===== src/rtl/eprisc_uart_fifo.sv =====
`default_nettype none
// ----------------------------------------------------------------------------
// eprisc_uart_fifo : bus-mapped UART, TX/RX byte FIFOs, shared baud divisor.
// Optional parity support: define UART_PARITY_EN.   Revision 1.0
// ----------------------------------------------------------------------------
module eprisc_uart_fifo #(
  parameter int FIFO_DEPTH = 16,
  parameter int DIV_WIDTH  = 16
) (
  input  logic        iClk,
  input  logic        iRst,
  input  logic [1:0]  iAddr,
  input  logic [15:0] iData,
  output logic [15:0] oData,
  input  logic        iWrite,
  input  logic        iRead,
  input  logic        iEnable,
  output logic        oInt,
  input  logic        iRX,
  output logic        oTX
);
  localparam int AW = $clog2(FIFO_DEPTH);
`ifdef UART_PARITY_EN
  localparam logic [6:0] CTRL_MASK = 7'h7F;
`else
  localparam logic [6:0] CTRL_MASK = 7'h1F;
`endif

  typedef enum logic [2:0] {TX_IDLE, TX_START, TX_DATA, TX_PAR, TX_STOP1, TX_STOP2} tx_state_t;
  typedef enum logic [2:0] {RX_IDLE, RX_START, RX_DATA, RX_PAR, RX_STOP} rx_state_t;

  logic [6:0]           ctrl_q, ctrl_d;
  logic                 ovr_q, ovr_d, fe_q, fe_d, pe_q, pe_d, int_q, int_d;
  logic [DIV_WIDTH-1:0] div_q, div_d, bcnt_q, bcnt_d;
  logic [AW:0]          txw_q, txw_d, txr_q, txr_d, rxw_q, rxw_d, rxr_q, rxr_d;
  logic [7:0]           tx_mem_q [FIFO_DEPTH];
  logic [7:0]           rx_mem_q [FIFO_DEPTH];

  tx_state_t            tx_state_q, tx_state_d;
  logic [3:0]           tx_tcnt_q, tx_tcnt_d;
  logic [2:0]           tx_bit_q, tx_bit_d;
  logic [7:0]           tx_shift_q, tx_shift_d;
  logic                 tx_pbit_q, tx_pbit_d, tx_par_q, tx_par_d, tx_two_q, tx_two_d;
  logic                 tx_q, tx_d;

  rx_state_t            rx_state_q, rx_state_d;
  logic [3:0]           rx_tcnt_q, rx_tcnt_d;
  logic [2:0]           rx_bit_q, rx_bit_d;
  logic [7:0]           rx_shift_q, rx_shift_d;
  logic                 rx_pbit_q, rx_pbit_d, rx_par_q, rx_par_d, rx_odd_q, rx_odd_d;
  logic                 rx_meta_q, rx_sync_q, rx_prev_q;

  logic wr_ctrl, wr_tx, wr_div, rd_rx, tick;
  logic tx_empty, tx_full, rx_empty, rx_full, tx_busy;
  logic tx_push, tx_pop, tx_flush, tx_go, tx_load, tx_end;
  logic rx_push_req, rx_push, rx_pop, rx_flush, rx_ovr, fe_set, pe_set, rx_mid, rx_end;
  logic [7:0] tx_head;

  assign wr_ctrl  = iEnable & iWrite & (iAddr == 2'd0);
  assign wr_tx    = iEnable & iWrite & (iAddr == 2'd1);
  assign wr_div   = iEnable & iWrite & (iAddr == 2'd3);
  assign rd_rx    = iEnable & iRead  & (iAddr == 2'd2);
  assign tx_flush = wr_ctrl & iData[7];
  assign rx_flush = wr_ctrl & iData[8];
  assign tick     = (bcnt_q == div_q);

  // Pointers carry one extra wrap bit so full and empty are distinguishable.
  assign tx_empty = (txw_q == txr_q);
  assign tx_full  = (txw_q[AW] != txr_q[AW]) && (txw_q[AW-1:0] == txr_q[AW-1:0]);
  assign rx_empty = (rxw_q == rxr_q);
  assign rx_full  = (rxw_q[AW] != rxr_q[AW]) && (rxw_q[AW-1:0] == rxr_q[AW-1:0]);
  assign tx_head  = tx_mem_q[txr_q[AW-1:0]];
  assign tx_busy  = (tx_state_q != TX_IDLE);

  assign tx_push  = wr_tx & (~tx_full | tx_pop);
  assign rx_pop   = rd_rx & ~rx_empty;
  assign rx_push  = rx_push_req & (~rx_full | rx_pop);
  assign rx_ovr   = rx_push_req & rx_full & ~rx_pop;

  always_comb begin
    oData = 16'h0000;
    if (iEnable) begin
      case (iAddr)
        2'd0:    oData = {pe_q, fe_q, ovr_q, rx_full, rx_empty, tx_full, tx_busy, 2'b00, ctrl_q};
        2'd2:    if (!rx_empty) oData = {7'b0, 1'b1, rx_mem_q[rxr_q[AW-1:0]]};
        2'd3:    oData = 16'(div_q);
        default: oData = 16'h0000;
      endcase
    end
  end

  always_comb begin
    ctrl_d = ctrl_q;
    div_d  = div_q;
    bcnt_d = tick ? '0 : bcnt_q + 1'b1;
    ovr_d  = ovr_q;
    fe_d   = fe_q;
    pe_d   = pe_q;
    txw_d  = txw_q;
    txr_d  = txr_q;
    rxw_d  = rxw_q;
    rxr_d  = rxr_q;
    if (wr_div) begin
      div_d  = iData[DIV_WIDTH-1:0];
      bcnt_d = '0;
    end
    if (wr_ctrl) begin
      ctrl_d = iData[6:0] & CTRL_MASK;
      if (iData[13]) ovr_d = 1'b0;
      if (iData[14]) fe_d  = 1'b0;
      if (iData[15]) pe_d  = 1'b0;
    end
    // A new error on the same edge as its clear must not be lost.
    if (rx_ovr) ovr_d = 1'b1;
    if (fe_set) fe_d  = 1'b1;
    if (pe_set) pe_d  = 1'b1;
    if (tx_push) txw_d = txw_q + 1'b1;
    if (tx_pop)  txr_d = txr_q + 1'b1;
    if (tx_flush) txr_d = txw_q;
    if (rx_push && !rx_flush) rxw_d = rxw_q + 1'b1;
    if (rx_pop)  rxr_d = rxr_q + 1'b1;
    if (rx_flush) rxr_d = rxw_q;
    int_d = (ctrl_q[2] & ~rx_empty) | (ctrl_q[3] & tx_empty & ~tx_busy);
  end

  always_comb begin
    tx_state_d = tx_state_q;
    tx_tcnt_d  = tx_tcnt_q;
    tx_bit_d   = tx_bit_q;
    tx_shift_d = tx_shift_q;
    tx_pbit_d  = tx_pbit_q;
    tx_par_d   = tx_par_q;
    tx_two_d   = tx_two_q;
    tx_d       = tx_q;
    tx_pop     = 1'b0;
    tx_load    = 1'b0;
    tx_go      = ctrl_q[0] & ~tx_empty;
    tx_end     = tick & (tx_tcnt_q == 4'd15);
    if (tx_busy && tick) tx_tcnt_d = tx_tcnt_q + 1'b1;
    case (tx_state_q)
      TX_IDLE: begin
        tx_d = 1'b1;
        if (tx_go) tx_load = 1'b1;
      end
      TX_START: if (tx_end) begin
        tx_state_d = TX_DATA;
        tx_bit_d   = 3'd0;
        tx_d       = tx_shift_q[0];
      end
      TX_DATA: if (tx_end) begin
        tx_shift_d = {1'b0, tx_shift_q[7:1]};
        tx_bit_d   = tx_bit_q + 1'b1;
        tx_d       = tx_shift_q[1];
        if (tx_bit_q == 3'd7) begin
          tx_state_d = tx_par_q ? TX_PAR : TX_STOP1;
          tx_d       = tx_par_q ? tx_pbit_q : 1'b1;
        end
      end
      TX_PAR: begin
`ifdef UART_PARITY_EN
        if (tx_end) begin
          tx_state_d = TX_STOP1;
          tx_d       = 1'b1;
        end
`else
        tx_state_d = TX_IDLE;
`endif
      end
      TX_STOP1: if (tx_end) begin
        if (tx_two_q)   tx_state_d = TX_STOP2;
        else if (tx_go) tx_load    = 1'b1;
        else            tx_state_d = TX_IDLE;
      end
      TX_STOP2: if (tx_end) begin
        if (tx_go) tx_load    = 1'b1;
        else       tx_state_d = TX_IDLE;
      end
      default: tx_state_d = TX_IDLE;
    endcase
    // Frame format is captured here so mid-frame control writes wait a frame.
    if (tx_load) begin
      tx_state_d = TX_START;
      tx_tcnt_d  = 4'd0;
      tx_shift_d = tx_head;
      tx_pbit_d  = (^tx_head) ^ ctrl_q[6];
      tx_par_d   = ctrl_q[5];
      tx_two_d   = ctrl_q[4];
      tx_d       = 1'b0;
      tx_pop     = 1'b1;
    end
  end

  always_comb begin
    rx_state_d  = rx_state_q;
    rx_tcnt_d   = rx_tcnt_q;
    rx_bit_d    = rx_bit_q;
    rx_shift_d  = rx_shift_q;
    rx_pbit_d   = rx_pbit_q;
    rx_par_d    = rx_par_q;
    rx_odd_d    = rx_odd_q;
    rx_push_req = 1'b0;
    fe_set      = 1'b0;
    pe_set      = 1'b0;
    rx_mid      = tick & (rx_tcnt_q == 4'd7);
    rx_end      = tick & (rx_tcnt_q == 4'd15);
    if (rx_state_q != RX_IDLE && tick) rx_tcnt_d = rx_tcnt_q + 1'b1;
    case (rx_state_q)
      RX_IDLE: if (ctrl_q[1] && rx_prev_q && !rx_sync_q) begin
        rx_state_d = RX_START;
        rx_tcnt_d  = 4'd0;
        rx_par_d   = ctrl_q[5];
        rx_odd_d   = ctrl_q[6];
      end
      RX_START: if (rx_mid) begin
        rx_state_d = rx_sync_q ? RX_IDLE : RX_DATA;
        rx_tcnt_d  = 4'd0;
        rx_bit_d   = 3'd0;
      end
      RX_DATA: if (rx_end) begin
        rx_shift_d = {rx_sync_q, rx_shift_q[7:1]};
        rx_bit_d   = rx_bit_q + 1'b1;
        if (rx_bit_q == 3'd7) rx_state_d = rx_par_q ? RX_PAR : RX_STOP;
      end
      RX_PAR: begin
`ifdef UART_PARITY_EN
        if (rx_end) begin
          rx_pbit_d  = rx_sync_q;
          rx_state_d = RX_STOP;
        end
`else
        rx_state_d = RX_IDLE;
`endif
      end
      RX_STOP: if (rx_end) begin
        rx_push_req = 1'b1;
        fe_set      = ~rx_sync_q;
        pe_set      = rx_par_q & (rx_pbit_q != ((^rx_shift_q) ^ rx_odd_q));
        rx_state_d  = RX_IDLE;
      end
      default: rx_state_d = RX_IDLE;
    endcase
  end

  always_ff @(posedge iClk) begin
    if (tx_push) tx_mem_q[txw_q[AW-1:0]] <= iData[7:0];
    if (rx_push) rx_mem_q[rxw_q[AW-1:0]] <= rx_shift_q;
  end

  always_ff @(posedge iClk or posedge iRst) begin
    if (iRst) begin
      ctrl_q     <= '0;
      div_q      <= '0;
      bcnt_q     <= '0;
      ovr_q      <= 1'b0;
      fe_q       <= 1'b0;
      pe_q       <= 1'b0;
      int_q      <= 1'b0;
      txw_q      <= '0;
      txr_q      <= '0;
      rxw_q      <= '0;
      rxr_q      <= '0;
      tx_state_q <= TX_IDLE;
      tx_tcnt_q  <= '0;
      tx_bit_q   <= '0;
      tx_shift_q <= '0;
      tx_pbit_q  <= 1'b0;
      tx_par_q   <= 1'b0;
      tx_two_q   <= 1'b0;
      tx_q       <= 1'b1;
      rx_state_q <= RX_IDLE;
      rx_tcnt_q  <= '0;
      rx_bit_q   <= '0;
      rx_shift_q <= '0;
      rx_pbit_q  <= 1'b0;
      rx_par_q   <= 1'b0;
      rx_odd_q   <= 1'b0;
      rx_meta_q  <= 1'b1;
      rx_sync_q  <= 1'b1;
      rx_prev_q  <= 1'b1;
    end else begin
      ctrl_q     <= ctrl_d;
      div_q      <= div_d;
      bcnt_q     <= bcnt_d;
      ovr_q      <= ovr_d;
      fe_q       <= fe_d;
      pe_q       <= pe_d;
      int_q      <= int_d;
      txw_q      <= txw_d;
      txr_q      <= txr_d;
      rxw_q      <= rxw_d;
      rxr_q      <= rxr_d;
      tx_state_q <= tx_state_d;
      tx_tcnt_q  <= tx_tcnt_d;
      tx_bit_q   <= tx_bit_d;
      tx_shift_q <= tx_shift_d;
      tx_pbit_q  <= tx_pbit_d;
      tx_par_q   <= tx_par_d;
      tx_two_q   <= tx_two_d;
      tx_q       <= tx_d;
      rx_state_q <= rx_state_d;
      rx_tcnt_q  <= rx_tcnt_d;
      rx_bit_q   <= rx_bit_d;
      rx_shift_q <= rx_shift_d;
      rx_pbit_q  <= rx_pbit_d;
      rx_par_q   <= rx_par_d;
      rx_odd_q   <= rx_odd_d;
      rx_meta_q  <= iRX;
      rx_sync_q  <= rx_meta_q;
      rx_prev_q  <= rx_sync_q;
    end
  end

  assign oTX  = tx_q;
  assign oInt = int_q;

endmodule
`default_nettype wire


===== config.mk =====
export PLATFORM = sky130hd
export DESIGN_NAME = eprisc_uart_fifo
export DESIGN_NICKNAME = d
export VERILOG_FILES = /design/src/rtl/eprisc_uart_fifo.sv
export SDC_FILE = /design/constraint.sdc
export NUM_CORES = 1
export LEC_CHECK = 0
export CAP_MARGIN = 10
export CORE_MARGIN = 8
export CORE_UTILIZATION = 50
export CTS_BUF_LIST = sky130_fd_sc_hd__clkbuf_16
export DETAILED_ROUTE_END_ITERATION = 10
export DONT_BUFFER_PORTS = 1
export MAX_ROUTING_LAYER = met4
export PLACE_DENSITY = 0.69
export SLEW_MARGIN = 20
export SYNTH_ARGS = -nofsm -noshare
export SYNTH_HDL_FRONTEND = slang
export SYNTH_SLANG_ARGS = --single-unit

===== constraint.sdc =====
create_clock -name iClk -period 7.21 [get_ports iClk]
set_clock_uncertainty 0.05 [all_clocks]
set_input_delay 1.442 -clock iClk [delete_from_list [all_inputs] [get_ports iClk]]
set_output_delay 1.442 -clock iClk [all_outputs]
set_load 0.01 [all_outputs]

==> metrics.yaml <==
cts.reportedPaths.clkPinSlew_ps: 70
h-tree-depth: 2
die_area_um2: 36400
yosys_warnings: 0
cts.path.max_buffers: 3
max_cap_violations: 0
hold_viol_final: 0
power_density_nw_per_um2: 324
p_sw_share_pct: 26.6
coreArea_um2: 30300
cts_resized: 0
dr_total_vias: 8333
nNetsFinal: 1008
std_cell_rows: 64
io_pins: 42
finalCritPeriodShare_pct: 73.5
dp_hpwl_um: 20400
layout_commonest_cell: "edfxtp_1"
seq_power_share_pct: 44.9
initial_core_util_pct: 50.4
postRouteAntennaNets: 0
synth_cell_types: 59
slew_violations: 0
power.switching_mw: 1.47
clock-sinks: 357
antenna_found_initial: 0
hold_buffers: 0
grt_max_degree: 60
drtIter0Drc: 759
synth_top_flop_cell: "edfxtp_1"
drive_gt1_share_pct: 18.8
maxSlewHeadroom_pct: 27.6
cts_tree: "done"
place_congestion: 0.823
cts_made_buffers: 38
post_cts.repair.setup_buffers: 0
synth_edf_count: 256
track_usage_pct: 18.2
required_ps: 5720
syn_avg_cell_area_um2: 15.8
synthesis.area_um2: 15300
r2r-end: "tx_mem_q[5][4]$_DFFE_PP_"
finalSetupViolCount: 0
post_drt_wl_per_cell_um: 22.9
hp-class: "reg -> reg"
viasPerCell: 5.98
final_cell_mix: "edfxtp_1 (256), dfrtp_1 (95), mux4_2 (65), nand2_1 (50), nor2_1 (49)"
diodes: 0
end_kind: "output port"
r2r_start: "div_q[5]$_DFFE_PP0P_"
criticalPathCategory: "reg -> out"
clock_power_share_pct: 38.4
synth_fp_nets: 1009
grt_pass1_wl_um: 49300
area_delta_synth_final_pct: 11.6
dp_slack_ps: 2440
fmax_mhz: 189
r2r_slack_ps: 3290
synth_seq_area_share_pct: 66.9
drt-total-wl_um: 31800
cts_root_buffer: "clkbuf_16"
internal-power_mw: 4.05
die-height_um: 191
firstDrtPassIters: 5
vdd_drop_max_mv: 0.161
syn-instance-count: 968
cp_max_fo: 21
finalCriticalPeriod_ps: 5300
ff2ff_path_depth: 6
start_kind: "flip-flop"
clkLatencyLatePin_ps: 540
drc_errors: 0
overflow: 0
io_buffer_count: 0
grt_pass1_vias: 8340
min_from: "rx_meta_q$_DFF_PP1_"
ys_ff_latch: 357
comb_power_share_pct: 16.8
p_leak_nw: 6.48
rsz0062_at_grt: "no"
synthArstFlopShare_pct: 28.3
status: "complete, no violations"
hold_path_depth: 0
setup_tns_ps: 0
finalWorstSetupSlack_ps: 1910
tightest_slew_ps: 1080
die_x_um: 191
min_to: "rx_sync_q$_DFF_PP1_"
worstPathArrival_ps: 3810
-- worst max-delay path: stages, from the launching register on --
cell and delay, ps:
dfrtp_2 700, buf_4 460, xor2_1 120, nor4_1 780
a21oi_1 520, a222oi_1 500, nor2b_1 150
-- layer usage --
metal  track usage (%)  wire length (um)  up-vias
li1                  -                 -     3747
met5                 -                 0        -
met3              3.38              1810       50
met1              24.3             13700     4316
met2              28.4             15700      220
met4              5.37               660        0
-- registers in the layout, summed over array words and instances, names as in the netlist, 3 cells and up --
| register | cells |
|---|---|
| rx_state_q | 3 |
| bcnt_q | 16 |
| tx_shift_q | 8 |
| rx_shift_q | 8 |
| rxr_q | 5 |
| tx_tcnt_q | 4 |
| tx_state_q | 3 |
| div_q | 16 |
| txr_q | 5 |
| txw_q | 5 |
| rx_mem_q | 128 |
| rx_tcnt_q | 4 |
| rxw_q | 5 |
| rx_bit_q | 3 |
| tx_mem_q | 128 |
| ctrl_q | 5 |
| tx_bit_q | 3 |
-- power groups by stage --
stage	logic, mW	registers, mW	clock network (mW)
after floorplan	0.799	2.41	0
after CTS	0.942	2.48	2.15
after detailed placement	0.936	2.52	0
after global routing	1.02	2.49	2.24
final	0.926	2.48	2.12
after global placement	0.923	2.52	0
-- layout make-up --
type	count	area (um^2)
timing repair buffer	10	75.1
clock buffer	38	951
fill	2305	13300
inverter	15	58.8
clock inverter	32	440
tap	396	495
sequential	357	10200
multi-input combinational	545	4810
-- cell usage after synthesis, types with 13 or more instances --
cell type,instances,area [um^2]
xor2_1,35,307
mux2i_1,19,190
o21ai_0,24,120
a21oi_1,26,130
mux2_2,33,372
buf_2,13,65.1
mux4_2,65,1460
clkbuf_1,37,139
inv_1,15,56.3
nor2b_1,35,219
dfrtp_1,97,2430
ha_1,17,213
nand2_1,50,188
edfxtp_1,256,7690
and3_1,26,163
a211oi_1,27,203
nand3_1,13,65.1
nor2_1,49,184
xnor2_1,21,184
-- how the worst max path moves through the flow --
stage	from	endpoint	slack, ps	cells after the start
2_1_floorplan	iRst	bcnt_q[0]$_DFF_PP0_	3080	1
3_5_place_dp	rxr_q[0]$_DFFE_PP0P_	oData[2]	2440	6
5_1_grt	rxr_q[0]$_DFFE_PP0P_	oData[2]	1570	6
3_3_place_gp	rxr_q[0]$_DFFE_PP0P_	oData[2]	2580	6
6_report	rxr_q[0]$_DFFE_PP0P_	oData[2]	1910	6
4_1_cts	rxr_q[0]$_DFFE_PP0P_	oData[2]	1850	6
-- metrics by stage --
stage	util [%]	cells	cell area [um^2]	power (mW)	hold WS, ps
finish	56.2	1393	17100	5.52	309
global route	56.2	1393	17100	5.75	314
CTS	56.2	1393	17100	5.57	309
detailed placement	51.6	1323	15700	3.45	300
global placement	51.6	1323	15700	3.44	298
floorplan	-	968	15300	3.21	295
-- kinds of logic (layout without fill, tap and decap cells) --
logic type / count (synthesis) / after routing / synth area share [%]
buffers and inverters: 66 / 95 / 1.74
AOI/OAI and AO/OA: 123 / 123 / 5.57
DFF: 357 / 357 / 66.9
xor gates and xnor gates: 56 / 56 / 3.21
muxes: 117 / 117 / 13.3
adders and majority gates: 17 / 17 / 1.39
and+or+nand+nor: 232 / 232 / 7.99
Note: power is estimated with default switching activity, not from simulation.
